## src/rtl/interval_histogram.sv

```systemverilog
// -----------------------------------------------------------------------------
// interval_histogram
//
// Purpose:
//   Accumulates one-hot interval vectors from the interval classifier into one
//   saturating counter per interval. On a dump request, it streams every bin
//   out as a valid/ready beat sequence, bin 0 first and bin NUM-1 last. After
//   the final beat, it clears all counters so that a new capture window starts.
//   The resulting distributions are used for range calibration of the DAL
//   datapath.
//
// Ports:
//   clk_i        clock, rising edge
//   rst_ni       asynchronous active-low reset
//   in_valid_i   interval sample valid
//   in_ready_o   sample can be accepted (high only while accumulating)
//   interval_i   one-hot interval vector (bit k = sample lies in interval k)
//   clear_i      synchronous clear of all bins and the error counter
//   dump_i       single-cycle request to stream the histogram out
//   out_valid_o  dump beat valid
//   out_ready_i  downstream accepts the dump beat
//   out_bin_o    bin index of the current beat
//   out_count_o  count of that bin
//   out_last_o   current beat is bin NUM-1
//   err_cnt_o    number of accepted non-one-hot samples (saturating)
//   busy_o       high while the dump is in progress
// -----------------------------------------------------------------------------
module interval_histogram #(
   parameter  int NUM   = 8,
   parameter  int CNT_W = 16,
   localparam int IDX_W = $clog2(NUM)
) (
   input  logic             clk_i,
   input  logic             rst_ni,
   input  logic             in_valid_i,
   output logic             in_ready_o,
   input  logic [NUM-1:0]   interval_i,
   input  logic             clear_i,
   input  logic             dump_i,
   output logic             out_valid_o,
   input  logic             out_ready_i,
   output logic [IDX_W-1:0] out_bin_o,
   output logic [CNT_W-1:0] out_count_o,
   output logic             out_last_o,
   output logic [CNT_W-1:0] err_cnt_o,
   output logic             busy_o
);

   typedef enum logic {ACCUM = 1'b0, DUMP = 1'b1} state_e;

   localparam logic [CNT_W-1:0] CNT_MAX  = '1;
   localparam logic [IDX_W-1:0] LAST_IDX = IDX_W'(NUM - 1);

   state_e           state_q, state_d;
   logic [CNT_W-1:0] bin_q [NUM];
   logic [CNT_W-1:0] bin_d [NUM];
   logic [CNT_W-1:0] err_q, err_d;
   logic [IDX_W-1:0] idx_q, idx_d;

   logic             accept;
   logic             is_onehot;
   logic             clear_now;
   logic             beat_fire;
   logic             dump_done;
   logic [NUM-1:0]   bin_hit;

   // Samples are only taken while accumulating; during a dump they are
   // back-pressured, not dropped.
   assign accept    = (state_q == ACCUM) && in_valid_i;
   // Exactly one bit set: non-zero, and clearing the lowest set bit leaves zero.
   assign is_onehot = (interval_i != '0) &&
                      ((interval_i & (interval_i - NUM'(1))) == '0);
   assign clear_now = (state_q == ACCUM) && clear_i;
   assign beat_fire = (state_q == DUMP) && out_ready_i;
   assign dump_done = beat_fire && (idx_q == LAST_IDX);

   genvar gi;
   generate
      for (gi = 0; gi < NUM; gi++) begin : g_hit
         assign bin_hit[gi] = accept && is_onehot && interval_i[gi];
      end
   endgenerate

   // ---------------------------------------------------------------- FSM
   always_ff @(posedge clk_i or negedge rst_ni) begin
      if (!rst_ni) begin
         state_q <= ACCUM;
      end else begin
         state_q <= state_d;
      end
   end

   always_comb begin
      state_d = state_q;
      case (state_q)
         ACCUM:   if (dump_i) state_d = DUMP;
         DUMP:    if (dump_done) state_d = ACCUM;
         default: state_d = ACCUM;
      endcase
   end

   // The beat is driven straight from registered state. Bins are frozen for the
   // whole dump, so the count mux output is stable while a beat is stalled.
   always_comb begin
      in_ready_o  = (state_q == ACCUM);
      busy_o      = (state_q == DUMP);
      out_valid_o = (state_q == DUMP);
      out_bin_o   = idx_q;
      out_count_o = '0;
      out_last_o  = 1'b0;
      if (state_q == DUMP) begin
         out_count_o = bin_q[idx_q];
         out_last_o  = (idx_q == LAST_IDX);
      end
   end

   // ----------------------------------------------------------- datapath
   always_comb begin
      for (int i = 0; i < NUM; i++) begin
         bin_d[i] = bin_q[i];
         // Clear takes effect before the increment so that a same-cycle
         // sample survives the clear.
         if (clear_now || dump_done) begin
            bin_d[i] = '0;
         end
         if (bin_hit[i] && (bin_d[i] != CNT_MAX)) begin
            bin_d[i] = bin_d[i] + CNT_W'(1);
         end
      end

      err_d = err_q;
      if (clear_now || dump_done) begin
         err_d = '0;
      end
      if (accept && !is_onehot && (err_d != CNT_MAX)) begin
         err_d = err_d + CNT_W'(1);
      end

      idx_d = idx_q;
      if (state_q == ACCUM) begin
         idx_d = '0;
      end else if (beat_fire) begin
         idx_d = dump_done ? '0 : idx_q + IDX_W'(1);
      end
   end

   always_ff @(posedge clk_i or negedge rst_ni) begin
      if (!rst_ni) begin
         for (int i = 0; i < NUM; i++) begin
            bin_q[i] <= '0;
         end
         err_q <= '0;
         idx_q <= '0;
      end else begin
         for (int i = 0; i < NUM; i++) begin
            bin_q[i] <= bin_d[i];
         end
         err_q <= err_d;
         idx_q <= idx_d;
      end
   end

   assign err_cnt_o = err_q;

endmodule

```

## config.mk

```make
export PLATFORM = sky130hd
export DESIGN_NAME = interval_histogram
export DESIGN_NICKNAME = d
export VERILOG_FILES = /design/src/rtl/interval_histogram.sv
export SDC_FILE = /design/constraint.sdc
export NUM_CORES = 1
export LEC_CHECK = 0
export CAP_MARGIN = 20
export CORE_MARGIN = 2
export CORE_UTILIZATION = 50
export CTS_CLUSTER_SIZE = 30
export DETAILED_ROUTE_END_ITERATION = 12
export PLACE_DENSITY = 0.78
export SETUP_SLACK_MARGIN = 0.02
export SYNTH_ARGS = -nofsm -noshare
export SYNTH_HDL_FRONTEND = slang
export SYNTH_SLANG_ARGS = --single-unit
```

## constraint.sdc

```tcl
create_clock -name clk_i -period 8.2 [get_ports clk_i]
set_input_delay 1.23 -clock clk_i [delete_from_list [all_inputs] [get_ports clk_i]]
set_output_delay 1.23 -clock clk_i [all_outputs]
set_load 0.03 [all_outputs]
```

Word level (Yosys, flattened, before mapping)
Index checks and enable logic that the tools add are counted.
- bits in registers: 148
- input port bits: 14
- output and inout port bits: 39
- word-level logic and storage cells: 94
- add/subtract/negate cells: 11
- $lt $le $gt $ge: 1
- equal/unequal tests: 11
- mux-type cells: 29
- bitwise operators: 3
- reduce and logical (&&, ||, !) cells: 28
- operators by type and width (operator ; count):
    $mux 16 ; 21
    $add 16x1->16 const B ; 9
    $ne 16x16->1 const B ; 9
    $bmux 16 s3 ; 1
    $logic_and 1x1->1 ; 24
    $mux 3 ; 3
    $and 8x8->8 ; 1
    $logic_not 8->1 ; 1
    $reduce_bool 8->1 ; 1
    $sub 8x1->8 const B ; 1
    $ge 4x4->1 const B ; 1
    $not 3->4 ; 1
    $add 3x1->3 const B ; 1
    $eq 3x3->1 const B ; 1
    $mux 1 ; 3
    $ne 2x1->1 const B ; 1
    $pmux 1 s2 ; 1
    $logic_not 1->1 ; 1
    $logic_or 1x1->1 ; 1
    $not 1->1 ; 1

Depth between registers and ports, before layout
- word-level depth: 8
- gate-level depth with buffers: 13
- mapped depth without buffers: 10

Least setup slack after synthesis
Ideal clock, no wire load.
- path type: input -> register
- from: in out_ready_i
- to: reg err_q[1] (netlist: err_cnt_o[1])
- setup time: 0.125 ns
- arrival: 3.636 ns
- required time: 8.075 ns
- setup slack: 4.439 ns
- stages: 10
- buffers on the path: 2
- cells stage by stage: nand3_1 -> clkbuf_1 -> clkbuf_1 -> and3_1 -> ha_1 -> nand3_1 -> or3_1 -> o211ai_1 -> or2_2 -> mux2_2
- longest elaborated chain between the ends: 7
- elaborated cells between the ends (all ways): 8
- classes of those cells: add/sub (1); eq/ne (1); mux (2); reduce/logical (4)
- ends and longest elaborated chain (element ; line ; RTL):
    start, declared ; 41 ; input logic out_ready_i,
    $logic_and 1x1->1 * ; 74 ; assign beat_fire = (state_q == DUMP) && out_ready_i;
    $logic_and 1x1->1 * ; 75 ; assign dump_done = beat_fire && (idx_q == LAST_IDX);
    $logic_or 1x1->1 * ; 132 ; if (clear_now || dump_done) begin
    $mux 16 * ; 132 ;
    branches (longest 2 deep; another with $add 16x1->16) ; - ;
    $mux 16 * ; 135 ; if (accept && !is_onehot && (err_d != CNT_MAX)) begin
    via err_d[1] ; 57 ; logic [CNT_W-1:0] err_q, err_d;
    end signal, assigned ; 158 ; err_q <= err_d;
    end, declared ; 57 ;
Mark *: on every way through the listed nets, which the timed path passes.
A chain may end at the register's enable or synchronous reset.

==> flow_metrics.tcl <==
set metrics [dict create \
    leakage_nw 4.24 \
    synth_edf_count 0 \
    die_area_sq_um 20700 \
    dr_total_vias 8997 \
    synth_seq_cells 148 \
    finalSetupViolations 0 \
    cp-end-kind "flip-flop" \
    io-pin-count 53 \
    syn_area_sq_um 9770 \
    synth_area_per_cell_sq_um 9.41 \
    max_slew_margin 0.220 \
    yosys.area.top_type "dfrtp_1" \
    drc 0 \
    final_min_period_over_clock_period 0.566 \
    hold_violations 0 \
    final-max-slew-violation-count 0 \
    cts-hold-fix-buffers 0 \
    p_int_mw 1.41 \
    post_cts_resized 0 \
    initial_core_utilization 0.505 \
    nNetsFinal 1080 \
    syn_inst 1038 \
    timing.fmax_mhz 215 \
    clock_tree.root_cell "clkbuf_16" \
    cts_htree_levels 4 \
    synth-seq-area-share 0.379 \
    cts.sinks 148 \
    detailedRoute.firstPassIterationCount 5 \
    comb_power_share 0.168 \
    number_of_buffers_inserted_during_clock_tree_synthesis 17 \
    status "completed" \
    hold_depth 1 \
    timing_worst_setup_path_type "reg2reg" \
    filler_cell_count 1614 \
    gr-usage-all-layers 0.276 \
    die_x_microns 144 \
    cts.clk_slew.worst_paths_ns 0.06 \
    synth_ff_type "dfrtp_1" \
    final_layout_size_suffix_gt1_frac 0.106 \
    detailedPlacementHpwl_microns 18800 \
    max_cap_viol_count 0 \
    cellPowerDensity_nw_per_um2 183 \
    power_frac_clock 0.409 \
    via_per_inst 6.75 \
    post-cts-setup-buffers 0 \
    cts_tree "yes" \
    place.gp.congestion 0.986 \
    worstPathMaxFanout 36 \
    worst_skew_pair.late_latency_ns 0.44 \
    switching_power_share_of_the_total 0.309 \
    p_sw_uw 631 \
    cp_data_required_time_ns 8.52 \
    wire_length_of_the_first_global_routing_pass_microns 44400 \
    worst-r2r-cell-count 10 \
    largest_net_degree_at_the_start_of_global_routing 96 \
    number_of_unique_standard_cell_types_used_by_synthesis 55 \
    antenna_found_initial 0 \
    yosys-top-cells-area "dfrtp_1, mux4_2, or4_1" \
    clock_skew_ns 0.00722 \
    critPathArrivalTime_ns 4.96 \
    overflow 0 \
    synth_top_area_frac 0.379 \
    pwr-share-seq 0.423 \
    cts-root-to-sink-buffers 2 \
    totalPowerFinal_mw 2.04 \
    yosysWarnings 0 \
    number_of_global_route_vias_before_repair 8241 \
    layout_min_cycle_time_ns 4.64 \
    portBuffers 52 \
    mappedNetlistNets 1063 \
    synth_async_reset_ratio 1.00 \
    rsz0062_at_grt "no" \
    wl_per_cell_microns 20.8 \
    antenna_violating_nets_post_route 0 \
    drt_initial_violations 804 \
    postRouteWirelength_microns 27700 \
    setup_tns_ns 0 \
    num_rows 51 \
    core_region_area_sq_um 19300 \
    antenna_cells 0 \
    synthToLayoutAreaGrowth_pct 13.8 \
    min_delay_worst_type "reg2reg" \
    fp.dieH_microns 144 \
    tightest_slew_ns 1.17 \
    ir_drop_mv 0.155 \
    setup.worst_path.start_class "flip-flop" \
    final-seq-area_sq_um 3710 \
    multiInputGateArea_sq_um 5750 \
]
-- cell usage in the layout (no fill, tap or decap), drive strengths merged, types with 4 or more instances in the layout --
master,Yosys,layout
a21oi,81,81
and2,5,5
and3,45,45
and4,14,14
buf,20,17
clkbuf,50,19
clkdlybuf4s50,0,51
clkinvlp,0,4
dfrtp,148,148
ha,11,11
inv,15,18
mux2,9,9
mux2i,40,40
mux4,32,32
nand2,92,92
nand3,57,57
nand3b,4,4
nand4,41,41
nand4b,4,4
nor2,40,40
nor3,28,28
nor3b,10,10
nor4,22,22
o211ai,4,4
o21ai,21,21
o31a,5,5
o31ai,61,61
o41ai,8,8
or2,7,7
or3,39,39
or4,64,64
or4b,8,8
xnor2,15,15
xor2,14,14
-- cell usage after synthesis, drive strengths merged (15+ instances only) --
library cell and count:
a21oi 81, and3 45, buf 20, clkbuf 50
dfrtp 148, inv 15, mux2i 40, mux4 32
nand2 92, nand3 57, nand4 41, nor2 40
nor3 28, nor4 22, o21ai 21, o31ai 61
or3 39, or4 64, xnor2 15
-- power by group through the flow --
stage	Sequential (mW)	Clock (mW)	Combinational, mW
floorplan	0.817	0	0.272
global placement	0.874	0	0.335
detailed placement	0.876	0	0.342
CTS	0.863	0.841	0.343
global route	0.876	0.871	0.364
finish	0.863	0.833	0.342
-- state kept, by name (all words and copies together), names as in the netlist --
| signal | flops |
|---|---|
| bin_q | 128 |
| busy_o | 1 |
| err_cnt_o | 16 |
| out_bin_o | 3 |
-- cell type report --
cell class / count / share of cell area
Clock inverter: 13 / 0.0155
Clock buffer: 19 / 0.0408
Sequential cell: 148 / 0.334
Inverter: 15 / 0.00507
Timing Repair Buffer: 68 / 0.0578
Multi-Input combinational cell: 805 / 0.518
Tap cell: 265 / 0.0298
-- final timing paths --
| check | startpoint | end | slack [ns] |
|---|---|---|---|
| worst max-delay path | out_bin_o[0] | bin_q[1] | 3.56 |
| worst min-delay path | bin_q[106] | bin_q[106] | 0.56 |
| worst max register to register | out_bin_o[0] | bin_q[1] | 3.56 |
| worst min register to register | bin_q[106] | bin_q[106] | 0.56 |
| max in group asynchronous | rst_ni | out_bin_o[0] | 6.02 |
| min in group asynchronous | rst_ni | bin_q[115] | 0.88 |
-- worst max-delay path, cell delays in order, from the launching register on --
cell and delay [ns]:
dfrtp_2 1.01, ha_1 0.28, ha_1 0.23, nand3_1 0.85
and3_1 0.59, ha_1 0.30, or4b_1 0.25, nor3_1 0.07
buf_4 0.17, nor3b_1 0.38, mux2_2 0.40
-- layer usage --
metal / up-vias / wire length (microns) / GRT usage
met5: - / 0 / 0
met4: 0 / 949 / 0.110
met3: 70 / 2390 / 0.0703
met2: 431 / 12400 / 0.416
met1: 4390 / 11900 / 0.383
li1: 4106 / - / -
-- cells by family after synthesis --
kind of cell,share of synthesized area
compound gates,0.130
xor+xnor,0.0260
fa+ha+maj,0.0141
buf+inv,0.0359
flops,0.379
mux,0.125
simple gates,0.290
-- through the flow --
step | utilization | instance area [sq um] | cells | hold slack, ns | setup WS, ns
finish | 0.575 | 11100 | 1333 | 0.556 | 3.56
global route | 0.575 | 11100 | 1333 | 0.601 | 3.31
CTS | 0.574 | 11100 | 1332 | 0.554 | 3.66
detailed placement | 0.542 | 10500 | 1300 | 0.539 | 3.38
global placement | 0.542 | 10500 | 1300 | 0.518 | 3.50
floorplan | - | 9770 | 1038 | 0.481 | 4.44
(Power assumes the default switching activity.)
